<file path="src/rtl/lsu_pkg.sv">
// lsu_pkg: shared width codes, FSM states and lane-mask helpers for the load/store unit
package lsu_pkg;
  typedef enum logic [2:0] {
    F3_B  = 3'b000,
    F3_H  = 3'b001,
    F3_W  = 3'b010,
    F3_BU = 3'b100,
    F3_HU = 3'b101
  } funct3_e;
  typedef enum logic [1:0] {
    S_IDLE   = 2'd0,
    S_ACCESS = 2'd1,
    S_RESP   = 2'd2
  } state_e;
  localparam logic [3:0] MASK_B = 4'b0001;
  localparam logic [3:0] MASK_H = 4'b0011;
  localparam logic [3:0] MASK_W = 4'b1111;
  function automatic logic f3_bad(input logic [2:0] f3, input logic [1:0] off);
    return !(f3 inside {F3_B, F3_H, F3_W, F3_BU, F3_HU}) ||
           ((f3 == F3_H || f3 == F3_HU) && off[0]) ||
           (f3 == F3_W && off != 2'b00);
  endfunction
  // only valid for legal codes: bit 0 separates halfword from byte once W is excluded
  function automatic logic [3:0] lane_mask(input logic [2:0] f3, input logic [1:0] off);
    return f3 == F3_W ? MASK_W : f3[0] ? MASK_H << {off[1], 1'b0} : MASK_B << off;
  endfunction
endpackage

</file>
<file path="src/rtl/lsu_load_align.sv">
// lsu_load_align: picks the addressed byte/half of a loaded word and sign- or zero-extends it
module lsu_load_align
  import lsu_pkg::*;
#(
  parameter int REG_SIZE = 32
) (
  input  logic [REG_SIZE-1:0] word_i,
  input  logic [1:0]          offset_i,
  input  logic [2:0]          funct3_i,
  output logic [REG_SIZE-1:0] result_o
);
  logic [7:0]  b;
  logic [15:0] h;
  assign b = word_i[{offset_i, 3'b000} +: 8];
  assign h = word_i[{offset_i[1], 4'b0000} +: 16];
  always_comb
    result_o = funct3_i == F3_W  ? word_i :
               funct3_i == F3_H  ? REG_SIZE'($signed(h)) :
               funct3_i == F3_HU ? REG_SIZE'(h) :
               funct3_i == F3_B  ? REG_SIZE'($signed(b)) : REG_SIZE'(b);
endmodule

</file>
<file path="src/rtl/lsu_ctrl.sv">
// lsu_ctrl: single-outstanding load/store controller between the pipeline and a combinational data_mem
module lsu_ctrl
  import lsu_pkg::*;
#(
  parameter int REG_SIZE   = 32,
  parameter int NO_OF_REGS = 256
) (
  input  logic                clk_i,
  input  logic                rst_ni,
  input  logic                req_valid_i,
  output logic                req_ready_o,
  input  logic                is_store_i,
  input  logic [2:0]          funct3_i,
  input  logic [REG_SIZE-1:0] addr_i,
  input  logic [REG_SIZE-1:0] wdata_i,
  output logic                dmem_cs_o,
  output logic                dmem_we_o,
  output logic [3:0]          dmem_mask_o,
  output logic [REG_SIZE-1:0] dmem_addr_o,
  output logic [REG_SIZE-1:0] dmem_wdata_o,
  input  logic [REG_SIZE-1:0] dmem_rdata_i,
  output logic                rsp_valid_o,
  output logic                rsp_err_o,
  output logic [REG_SIZE-1:0] rsp_rdata_o,
  input  logic                rsp_ready_i
);
  state_e              state_q, state_d;
  logic                is_store_q, is_store_d, err_q, err_d, req_err;
  logic [2:0]          funct3_q, funct3_d;
  logic [REG_SIZE-1:0] addr_q, addr_d, wdata_q, wdata_d, rdata_q, rdata_d, load_res;
  assign req_err = f3_bad(funct3_i, addr_i[1:0]) ||
                   ({2'b00, addr_i[REG_SIZE-1:2]} >= REG_SIZE'(NO_OF_REGS));
  assign dmem_addr_o  = {2'b00, addr_q[REG_SIZE-1:2]};
  assign dmem_wdata_o = funct3_q == F3_W ? wdata_q :
                        funct3_q[0] ? REG_SIZE'({2{wdata_q[15:0]}}) : REG_SIZE'({4{wdata_q[7:0]}});
  assign rsp_err_o    = err_q;
  assign rsp_rdata_o  = rdata_q;
  lsu_load_align #(.REG_SIZE(REG_SIZE)) u_align (
    .word_i   (dmem_rdata_i),
    .offset_i (addr_q[1:0]),
    .funct3_i (funct3_q),
    .result_o (load_res)
  );
  always_comb begin
    state_d     = state_q;
    is_store_d  = is_store_q;
    funct3_d    = funct3_q;
    addr_d      = addr_q;
    wdata_d     = wdata_q;
    err_d       = err_q;
    rdata_d     = rdata_q;
    req_ready_o = 1'b0;
    dmem_cs_o   = 1'b0;
    dmem_we_o   = 1'b0;
    dmem_mask_o = 4'b0000;
    rsp_valid_o = 1'b0;
    case (state_q)
      S_IDLE: begin
        req_ready_o = 1'b1;
        if (req_valid_i) begin
          is_store_d = is_store_i;
          funct3_d   = funct3_i;
          addr_d     = addr_i;
          wdata_d    = wdata_i;
          err_d      = req_err;
          rdata_d    = '0;
          state_d    = req_err ? S_RESP : S_ACCESS;
        end
      end
      S_ACCESS: begin
        dmem_cs_o   = 1'b1;
        dmem_we_o   = is_store_q;
        dmem_mask_o = lane_mask(funct3_q, addr_q[1:0]);
        rdata_d     = is_store_q ? '0 : load_res;
        state_d     = S_RESP;
      end
      S_RESP: begin
        rsp_valid_o = 1'b1;
        state_d     = rsp_ready_i ? S_IDLE : S_RESP;
      end
      default: state_d = S_IDLE;
    endcase
  end
  always_ff @(posedge clk_i or negedge rst_ni)
    if (!rst_ni) begin
      state_q    <= S_IDLE;
      is_store_q <= 1'b0;
      funct3_q   <= 3'b000;
      addr_q     <= '0;
      wdata_q    <= '0;
      err_q      <= 1'b0;
      rdata_q    <= '0;
    end else begin
      state_q    <= state_d;
      is_store_q <= is_store_d;
      funct3_q   <= funct3_d;
      addr_q     <= addr_d;
      wdata_q    <= wdata_d;
      err_q      <= err_d;
      rdata_q    <= rdata_d;
    end
endmodule

</file>
<file path="config.mk">
export PLATFORM = sky130hd
export DESIGN_NAME = lsu_ctrl
export DESIGN_NICKNAME = d
export VERILOG_FILES = /design/src/rtl/lsu_pkg.sv /design/src/rtl/lsu_load_align.sv /design/src/rtl/lsu_ctrl.sv
export SDC_FILE = /design/constraint.sdc
export NUM_CORES = 1
export LEC_CHECK = 0
export ABC_CLOCK_PERIOD_IN_PS = 1600
export BUFFER_PORTS_ARGS = -buffer_cell sky130_fd_sc_hd__buf_2
export CAP_MARGIN = 15
export CORE_ASPECT_RATIO = 0.5
export CORE_MARGIN = 3
export CORE_UTILIZATION = 35
export DETAILED_ROUTE_END_ITERATION = 6
export PLACE_DENSITY = 0.69
export SYNTH_ARGS = -nofsm -noshare
export SYNTH_HDL_FRONTEND = slang
export SYNTH_SLANG_ARGS = --single-unit
</file>
<file path="constraint.sdc">
create_clock -name clk_i -period 1.6 [get_ports clk_i]
set_clock_uncertainty 0.1 [all_clocks]
set_input_delay 0.24 -clock clk_i [delete_from_list [all_inputs] [get_ports clk_i]]
set_output_delay 0.24 -clock clk_i [all_outputs]
set_load 0.02 [all_outputs]
</file>
# ---- Word-level counts from Yosys, hierarchy flattened
# Cells that the tools add are included.
# W data, S select, Z words.
dict set report totals {
  reg_bits 103
  inputBits 104
  out_inout_bits 105
  wordCells 57
}
dict set report classes {
  magnitude_cmp 1
  n_eq_ne 10
  n_shift 4
  muxes 20
  reduce_logical 15
}
# operator count
set op_table {}
lappend op_table {{$mux W32} 8}
lappend op_table {{$pmux W32 S2} 1}
lappend op_table {{$shiftx A32 B6 Y16} 1}
lappend op_table {{$shiftx A32 B6 Y8} 1}
lappend op_table {{$ge A30 B9 Y1 const B} 1}
lappend op_table {{$mux W4} 3}
lappend op_table {{$eq A3 B3 Y1 const B} 3}
lappend op_table {{$eq A3 B1 Y1 const B} 2}
lappend op_table {{$eq A3 B2 Y1 const B} 2}
lappend op_table {{$logic_not A3 Y1} 2}
lappend op_table {{$mux W2} 3}
lappend op_table {{$pmux W2 S3} 1}
lappend op_table {{$reduce_bool A5 Y1} 1}
lappend op_table {{$logic_or A1 B1 Y1} 4}
lappend op_table {{$mux W1} 4}
lappend op_table {{$reduce_and A2 Y1} 2}
lappend op_table {{$reduce_bool A2 Y1} 2}
lappend op_table {{$shl A1 B2 Y4 const A} 1}
lappend op_table {{$shl A2 B2 Y4 const A} 1}
lappend op_table {{$eq A2 B1 Y1 const B} 1}
lappend op_table {{$eq A2 B2 Y1 const B} 1}
lappend op_table {{$logic_and A1 B1 Y1} 2}
lappend op_table {{$logic_not A2 Y1} 1}
lappend op_table {{$ne A2 B2 Y1 const B} 1}
lappend op_table {{$logic_not A1 Y1} 1}

# ---- Longest topological paths before layout
# Gate-level depths: netlist of the first run.
dict set report depth {
  depth_word 9
  ltp_mapped 7
  depth_no_buf 4
}

# ---- Modules after synthesis
# From an unflattened synthesis of the first run, not the netlist that was laid out.
dict set report hier_totals {
  cells_unflattened 450
  area_unflattened_um2 5424.0
}
# module instances cells_per_inst area_per_inst_um2 seq_area_each_um2
set modules_own_cells {}
lappend modules_own_cells {lsu_ctrl 1 342 4650.7 2577.5}
lappend modules_own_cells {lsu_load_align 1 108 773.2 0.0}

# ---- Least setup slack after synthesis of the first run
# OpenSTA, ideal clock, no wires.
dict set report synth_timing {
  path_kind {reg2reg}
  from {register state_q[0]}
  to {register addr_q[10]}
  setup_time_ns 0.128
  arrival_time_ns 1.656
  required_ns 1.372
  setup_slack_ns -0.284
  stages_incl_launch_ff 6
  n_path_buf 2
  period_less_slack_ns 1.884
  cell_sequence {dfrtp_1 > nor2_1 > and2_1 > clkbuf_1 > buf_2 > mux2_1}
}
dict set report synth_via {
  elab_chain_cells 2
}
# item line
set synth_lines {}
lappend synth_lines {{from (decl)} lsu_ctrl.sv:27} ;# state_e state_q, state_d;
lappend synth_lines {{from (signal assigned)} lsu_ctrl.sv:94} ;# state_q <= state_d;
lappend synth_lines {{$logic_not A2 Y1} lsu_ctrl.sv:57} ;# case (state_q)
lappend synth_lines {{$reduce_and A2 Y1 (no source line)} n/a}
lappend synth_lines {{to (signal assigned)} lsu_ctrl.sv:97} ;# addr_q <= addr_d;
lappend synth_lines {{to (decl)} lsu_ctrl.sv:30} ;# logic [REG_SIZE-1:0] addr_q, addr_d, wdata_q, wdata_d, rdata_q, rdata_d, load_res;
# Every way passes these cells.
# A chain may end at the register's enable or synchronous reset.

# ---- Final worst setup path of the first run
dict set report layout_timing {
  from {register funct3_q[0]}
  to {output dmem_wdata_o[15]}
}
dict set report layout_via {
  elab_chain_cells 2
  elab_cells_between_ends 3
  classes_between {1 x eq/ne; 2 x mux}
}
# item line
set layout_lines {}
lappend layout_lines {{from (decl)} lsu_ctrl.sv:29} ;# logic [2:0] funct3_q, funct3_d;
lappend layout_lines {{from (signal assigned)} lsu_ctrl.sv:96} ;# funct3_q <= funct3_d;
lappend layout_lines {{$eq A3 B2 Y1 / $mux W32 (equally long branches)} {lsu_ctrl.sv:34, lsu_ctrl.sv:35}}
lappend layout_lines {{$mux W32 (*)} lsu_ctrl.sv:34} ;# assign dmem_wdata_o = funct3_q == F3_W ? wdata_q :
lappend layout_lines {{to (decl)} lsu_ctrl.sv:20} ;# output logic [REG_SIZE-1:0] dmem_wdata_o,
# Mark *: on every way between the ends. The rest lies on a longest branch, timed or not.

==> results, run 1 <==
- Together, buffers and inverters on the worst path number 2.
- The effective utilization at floorplan is 36.9%.
- The height of the die is 91.8 µm.
- The buffer type at the clock tree root is clkbuf_16.
- After detailed routing, the number of vias per cell comes to 5.05.
- Setup repair after global routing could not meet its margin everywhere.
- Relative to the synthesized area, the layout overhead comes to 65.9%.
- The congestion estimate from routability-driven global placement came to 0.841.
- The average wire per standard cell is 19.8 µm.
- The critical path goes through nor2_2 -> and2_4 -> nor2_4 -> buf_12 -> mux2_4 -> buf_6.
- The core occupancy in the finished layout is 61.3%.
- The post-layout worst setup margin is -0.447 ns.
- 209 I/O pins were placed.
- The number of rows created at floorplan is 30.
- The first global-routing pass estimated 25200 µm of wire.
- The number of warning messages in the yosys log is 0.
- The average instance area after synthesis is 10.8 µm².
- The slowest stage of the critical path belongs to the cell dfrtp_1.
- The number of nets at the end of the flow is 817.
- The final reports fail on negative setup slack.
- The post-synthesis cell area is 5150 µm².
- For this design the ratio of total power to cell area is 1220 nW/µm².
- The non-filler instance count after layout is 910.
- Yosys mapped a number of flops with a built-in enable equal to 0.
- The number of failing hold endpoints at the final stage is 0.
- The number of optimization iterations in the first detailed-route pass is 4.
- For the worst setup path, the data required time is 1.26 ns.
- The overall overflow remaining after global route is 0.
- In the final timing run, aggregate negative setup slack is -24.94 ns.
- The number of synthesized register bits is 103.
- The number of nets still failing antenna checks after routing is 0.
- The number of global-route vias before repair came to 4597.
- In the layout the commonest cells are 173 x buf_2, 101 x dfrtp_1, 76 x mux2_4.
- The routed via count is 4592.
- In this run the cell area measured after placement is 6570 µm².
- The number of DRC markers after the initial detailed-route iteration is 225.
- In this run the worst path has a maximum fanout of 8.
- The highest achievable clock rate is 488 MHz.
- The total area inside the core boundary comes to 14000 µm².
- The cell count after synthesis is 477.
- The H-tree was split into 3 levels.
- The initial antenna violation count came to 1.
- The static leakage is 4.21 nW.
- VDD sags by at most 0.000539 V.
- The total setup violations reported at the end of the flow is 132.
- The number of sinks driven by the clock tree is 103.
- TritonCTS built the clock tree.
- In this run the horizontal extent of the chip is 178 µm.
- Power comes to 10.4 mW.
- The final layout contains routed wiring with a total length of 18000 µm.
- The worst hold slack is 0.0257 ns.
- In the routed design, unresolved DRC markers number 0.
- For the worst-skew pair, the clock arrives at the later sink with an insertion delay of 0.34 ns.
- The most frequent standard cell in the layout excluding fill and tap cells is buf_2.
- The delay of the slowest cell on the worst path is 0.42 ns.
- After clock tree synthesis, the clock-pin slew on the worst setup and hold paths is 0.07 ns.
- The critical path is of the flip-flop to output pin type.
- Among cell families on the critical path, the largest total delay comes from flip-flops.
- STA classifies the critical path endpoint as an output pin.
- Counting distinct cell types in the post-synthesis netlist gives 41.
- The clock passes through at most 2 buffers.
- The tightest min-delay check is of the input pin to flip-flop type.
- The kind of launch point of the worst setup path is a flip-flop.
- After routing the design area is 8550 µm².
- Counting flops with an async set or reset pin after synthesis yields a share of 100%.
- The shortest period the worst path allows is 2.05 ns.
- The post-synthesis sequential area ratio is 50.0%.
- The largest net degree at the start of global routing is 33.
- The die covers 16300 µm².
- The commonest register cell after synthesis is dfrtp_1.
- The post-route fraction of the period consumed by the critical path is 128%.
- The wire-length estimate of the detail-placed layout is 10900 µm.
- The max-slew violation count is 0.
- The worst path arrival time is 1.71 ns.
- The number of cells in the design after placement is 852.
- Counting the buffers created by CTS gives 9.
- Global routing consumed, over all layers together, 19.6% of the routing resources.
- The port buffer count is 206.
- OpenSTA, run right after detailed placement, puts the worst setup slack at -0.158 ns.
- The number of violations of the max-capacitance limit is 0.
- Cells with a size suffix above 1 make up 68.1% of the layout.
- The flow ran to the end, but the final reports show violations.
routing by layer:
| metal | wire (µm) | part of all wire [%] | track usage [%] | vias to the layer above |
|---|---|---|---|---|
| met1 | 7640 | 42 | 26.4 | 2320 |
| met5 | 0 | 0 | 0 | - |
| met3 | 890 | 5.0 | 4.26 | 34 |
| met2 | 9000 | 50 | 32.1 | 146 |
| met4 | 453 | 2.5 | 5.48 | 0 |
| li1 | - | - | - | 2092 |
Yosys cell counts, types with 2 or more instances:
library cell	count	area share, %
dfrtp_1	103	50
mux2_1	76	17
nand2_1	72	5.2
buf_4	45	6.6
nor2_1	32	2.3
o21ai_1	27	2.6
mux2i_1	16	3.1
a21oi_1	14	1.4
buf_2	12	1.2
clkbuf_1	10	0.73
inv_1	7	0.51
o221ai_1	7	1.2
nor4_1	6	0.73
o221ai_2	6	1.7
nor3_1	5	0.49
and2_1	4	0.49
nor2b_1	4	0.49
nand2b_1	3	0.36
o21ai_0	3	0.29
nand3_1	2	0.19
o21bai_1	2	0.29
o31ai_1	2	0.29
worst reg2reg max path, stage by stage, from the launching register on:
cell     delay [ns]
dfrtp_1        0.39
buf_6          0.13
buf_12         0.12
nor2_4         0.10
and2_4         0.20
buf_6          0.12
buf_12         0.12
buf_16         0.14
mux2_4         0.30
sequential cells by signal, summed over array words and instances, names as in the netlist:
signal	flops
rsp_err_o	1
addr_q	32
funct3_q	3
wdata_q	32
state_q	2
is_store_q	1
rsp_rdata_o	32
what timing repair did:
item / CTS / global route
hold buffers: 1 / 0
setup buffers: 20 / 17
endpoints found under the hold margin: 75 / 0
gates cloned: 6 / 7
pin swaps: 9 / 31
endpoints found under the setup margin: 107 / 135
gates resized for setup: 174 / 120
path summary, 6_finish.rpt:
path,startpoint,endpoint,slack (ns),depth (start not counted)
setup / recovery,funct3_q[0],dmem_wdata_o[15],-0.45,6
hold / removal,wdata_i[10],wdata_q[10],0.03,2
setup reg to reg,state_q[1],wdata_q[21],-0.24,8
hold reg to reg,rsp_rdata_o[20],rsp_rdata_o[20],0.38,2
max in group asynchronous,rst_ni,wdata_q[15],0.67,3
min in group asynchronous,rst_ni,addr_q[24],0.22,2
kinds of logic after synthesis:
family / after synthesis / synth area share (%)
AO/OA/AOI/OAI: 68 / 9.15
buffers and inverters: 75 / 9.03
flip-flops: 103 / 50.0
multiplexers: 94 / 20.4
other: 1 / 0.0727
AND/OR/NAND/NOR: 136 / 11.4
where the power goes:
part,internal [mW],leakage [nW],switching (mW)
combinational,2.48,2.78,2.26
sequential,3.00,1.28,0.300
clock,1.40,0.155,0.966
total,6.88,4.21,3.52
layout make-up:
class	count	area, µm²
tap	192	240
multi-input combinational	301	3020
antenna	1	2.50
clock buffer	11	243
sequential	103	2580
clock inverter	4	70.1
timing repair buffer	290	2370
inverter	8	30.0
fill	1061	5410
Power figures use the tool's default switching activity.
==> run 2, diff against run 1 <==
--- a/config.mk
+++ b/config.mk
@@ -5,6 +5,7 @@
 export SDC_FILE = /design/constraint.sdc
 export NUM_CORES = 1
 export LEC_CHECK = 0
+export ABC_AREA = 0
 export ABC_CLOCK_PERIOD_IN_PS = 1600
 export BUFFER_PORTS_ARGS = -buffer_cell sky130_fd_sc_hd__buf_2
 export CAP_MARGIN = 15
@@ -15,4 +16,5 @@
 export PLACE_DENSITY = 0.69
 export SYNTH_ARGS = -nofsm -noshare
 export SYNTH_HDL_FRONTEND = slang
+export SYNTH_HIERARCHICAL = 1
 export SYNTH_SLANG_ARGS = --single-unit
==> run 2 against run 1 <==
Net effect:
- the run still ends with negative setup slack left
- combinational power up 3%
- fmax down 1.9%
- via count down 2.0%
- largest power group unchanged
- sequential power up 3%
- clock-buffer cell count down 1
- wire length down 6.7%
==> results, run 2 <==
- The effective utilization at floorplan is 36.6% (-0.31 points).
- The post-route fraction of the period consumed by the critical path came to 130% (+2.4 points).
- The largest net degree at the start of global routing is 50 (+52%).
- The top-level I/O count is 209 (unchanged).
- The clock network fraction of design power was 21.4% (-1.4 points).
- The global-route wire length before repair is 24800 µm (-1.8%).
- The remaining design rule violation count is 0 (unchanged).
- The height of the die is 94.0 µm (+2.4%).
- The number of violations of the max-capacitance limit is 0 (unchanged).
- The most used flip-flop cell after synthesis is dfrtp_1.
- The share of post-route cells with drive strength above 1 is 66.5% (-1.5 points).
- The largest driver fanout on the critical path is 9 (+1).
- The cell count after synthesis is 450 (-5.7%).
- The total setup violations reported at the end of the flow came to 109 (-17%).
- The global-route usage over all layers is 18.5% (-1.1 points).
- The nature of the critical path endpoint is an output pin.
- The internal power of the cells is 6.78 mW (-1.4%).
- The share of async-settable or async-resettable flops after synthesis is 100% (unchanged).
- The global placement routability congestion is 0.832 (-1.2%).
- Counting instances in the post-synthesis netlist gives the leading cell types as 103 x dfrtp_1, 75 x mux2_2, 42 x buf_4.
- The post-synthesis cell type count is 36 (-12%).
- The post-layout total power is 10.6 mW (+1.4%).
- Headroom to the max-slew limit came out at 67.2%.
- The switching power is 3.77 mW (+7.0%).
- The clock tree from TritonCTS is done.
- Leaving out fill and tap cells, the most frequent cell in the layout is buf_2.
- The die area is 17100 µm² (+5.0%).
- The number of rows created at floorplan is 31 (+3.3%).
- The max-slew violation count is 0 (unchanged).
- The peak supply drop is 0.000635 V (+18%).
- The worst hold path belongs to the class input pin to flip-flop.
- The shortest period the worst path allows came to 2.09 ns (+0.0389 ns).
- The dominant cell by count in the synthesized netlist is dfrtp_1.
- In the layout the commonest cells are 189 x buf_2, 100 x dfrtp_1, 46 x mux2_4.
- The area growth from synthesis to final layout is 48.7%.
- The delay of the slowest cell on the worst path is 0.38 ns (-0.04 ns).
- The switching part of the total power came to 35.7% (+1.9 points).
- The overall overflow remaining after global route was 0 (unchanged).
- The number of nets at the end of the flow is 780 (-4.5%).
- The post-synthesis cell area is 5420 µm² (+5.2%).
- The number of nets still failing antenna checks after routing came to 0 (unchanged).
- The number of DRC markers after the initial detailed-route iteration is 229 (+1.8%).
- The clock buffer count from CTS is 9 (unchanged).
- The post-layout worst setup margin is -0.486 ns (-0.0389 ns).
- The number of optimization iterations in the first detailed-route pass is 4 (unchanged).
- The average instance area after synthesis is 12.1 µm² (+12%).
- The number of buffers on the longest clock path is 2 (unchanged).
- The tree is rooted in a clkbuf_16.
- Ranked by total cell area, the synthesized netlist is headed by dfrtp_1 48%, mux2_2 16%, a22o_1 6.5%.
- The via-per-instance ratio is 5.11 (+1.4%).
- The routed via count is 4501 (-2.0%).
- The number of synthesized register bits is 103 (unchanged).
- The post-route setup TNS is -16.91 ns (+8.03 ns).
- At the pin with the least slew margin, the transition time is 0.488 ns.
- The count of H-tree levels built during CTS came to 3 (unchanged).
- The initial antenna violation count is 1 (unchanged).
- The number of sinks driven by the clock tree came to 103 (unchanged).
- The flow ran to the end, but the final reports show violations.
- The area share of the largest cell type after synthesis is 47.5% (-2.5 points).
- The combinational share of power is 46.4% (+0.8 points).
- Walking the worst path, the cells encountered are nor3b_4 -> buf_12 -> nor2_8 -> mux2_2 -> buf_2.
- The final wirelength was 16800 µm (-6.7%).
- The number of failing hold endpoints at the final stage came to 0 (unchanged).
- STA classifies the critical path startpoint as a flip-flop.
- The highest achievable clock rate is 479 MHz (-1.9%).
- The largest individual stage delay along the critical path comes from the cell dfrtp_1.
- The checks that failed: negative setup slack.
- The average wire per standard cell came to 19.1 µm (-3.5%).
- The sequential share of power is 32.2% (+0.5 points).
- The critical path data required time came to 1.26 ns (about the same).
- The static leakage was 4.07 nW (-3.4%).
- The clock-pin slew reported for the worst setup and hold paths after clock tree synthesis is 0.08 ns (about the same).
- The total power density per cell area is 1310 nW/µm² (+7.6%).
- The post-synthesis sequential area ratio was 47.5% (-2.5 points).
- The insertion delay of the later-clocked pin in the worst-skew pair came to 0.34 ns (about the same).
- The number of global-route vias before repair is 4660 (+1.4%).
- The placeable core region is 14800 µm² (+6.1%).
- dfrtp_1 takes more of the synthesized area than any other cell.
- The worst path arrival time is 1.75 ns (+0.04 ns).
- Setup repair after global routing could not meet its margin everywhere.
- The half-perimeter wire length of the detailed placement result is 10800 µm (-0.80%).
- The number of enable flip-flop cells after synthesis is 0 (unchanged).
- The critical path is of the flip-flop to output pin type.
- The number of warning messages in the yosys log came to 6 (+6).
- The horizontal die dimension is 182 µm (+2.5%).
- The port buffer count is 206 (unchanged).
## run 2: cell count changes in the layout (fill, tap and decap cells not counted), sizes merged, moves of 4 or more
cell,before,now
a22o,0,40
o221ai,13,0
buf,285,278
nor2,33,18
nor2b,4,8
mux2,77,84
o21ai,30,13
mux2i,17,24
nor3,5,1
nand2,73,22
nand3,2,30
o22ai,0,7
a21oi,14,6
## run 2: path summary, 6_finish.rpt
check / from / endpoint / cells past startpoint / slack [ns]
min in group asynchronous: rst_ni / rsp_rdata_o[21] / 2 / 0.19
max in group asynchronous: rst_ni / addr_q[5] / 3 / 0.65
max reg2reg: addr_q[0] / rsp_rdata_o[22] / 8 / -0.19
max: funct3_q[1] / dmem_wdata_o[11] / 5 / -0.49
min: wdata_i[8] / wdata_q[8] / 2 / 0.02
min reg2reg: addr_q[3] / addr_q[3] / 1 / 0.41
## run 2: power groups by stage
stage	Sequential [mW]	Combinational [mW]	Clock, mW
floorplan	3.34	2.88	0
global placement	3.38	3.66	0
detailed placement	3.41	3.71	0
CTS	3.37	4.49	2.31
global route	3.47	5.20	2.40
finish	3.40	4.90	2.25
## run 2: layout make-up
type	instances	area (µm²)
Antenna cell	1	2.50
Clock buffer	10	229
Clock inverter	6	67.6
Fill cell	1239	6750
Inverter	2	7.51
Multi-Input combinational cell	279	2840
Sequential cell	103	2580
Tap cell	198	248
Timing Repair Buffer	281	2090
## run 2: cell families (layout without fill, tap and decap cells)
group                  count (synthesis)  after routing  share of synthesized area (%)
AND/OR/NAND/NOR                       97             98                           10.6
flip-flops                           103            103                           47.5
buffers and inverters                 70            299                           9.76
AO/OA/AOI/OAI                         71             71                           10.2
other                                  1              3                         0.0691
multiplexers                         108            108                           21.9
## run 2: timing repair
action                                 4_1_cts  5_1_grt
buffers inserted                            26       11
pin swaps                                   24       54
endpoints found under the hold margin      103        0
gates resized for setup                     96       79
setup endpoints to repair                   98      130
cloned                                       8        3
hold buffers                                 1        0
## run 2: layer usage
metal / GRT usage [%] / routed length [µm] / up-vias
li1: - / - / 2044
met1: 22.9 / 7060 / 2288
met2: 31.9 / 8500 / 140
met3: 4.95 / 873 / 29
met4: 5.64 / 333 / 0
met5: 0 / 0 / -
## run 2: critical path, delay by kind of cell, from the launching register on
family	cells	cell delay [ns]
AND/OR/NAND/NOR	2	0.35
flip-flops	1	0.38
buffers and inverters	2	0.31
multiplexers	1	0.36
## run 2: metrics by stage
stage               instances  area (µm²)  utilization [%]  worst slack [ns]  hold WS [ns]
floorplan                 451        5500                -           -0.0372        -0.156
global placement          824        6630             44.8            -0.109        0.0128
detailed placement        824        6630             44.8            -0.114        0.0142
CTS                       875        7710             52.0            -0.489       0.00594
global route              880        8060             54.4            -0.558       0.00969
finish                    880        8060             54.4            -0.486        0.0193
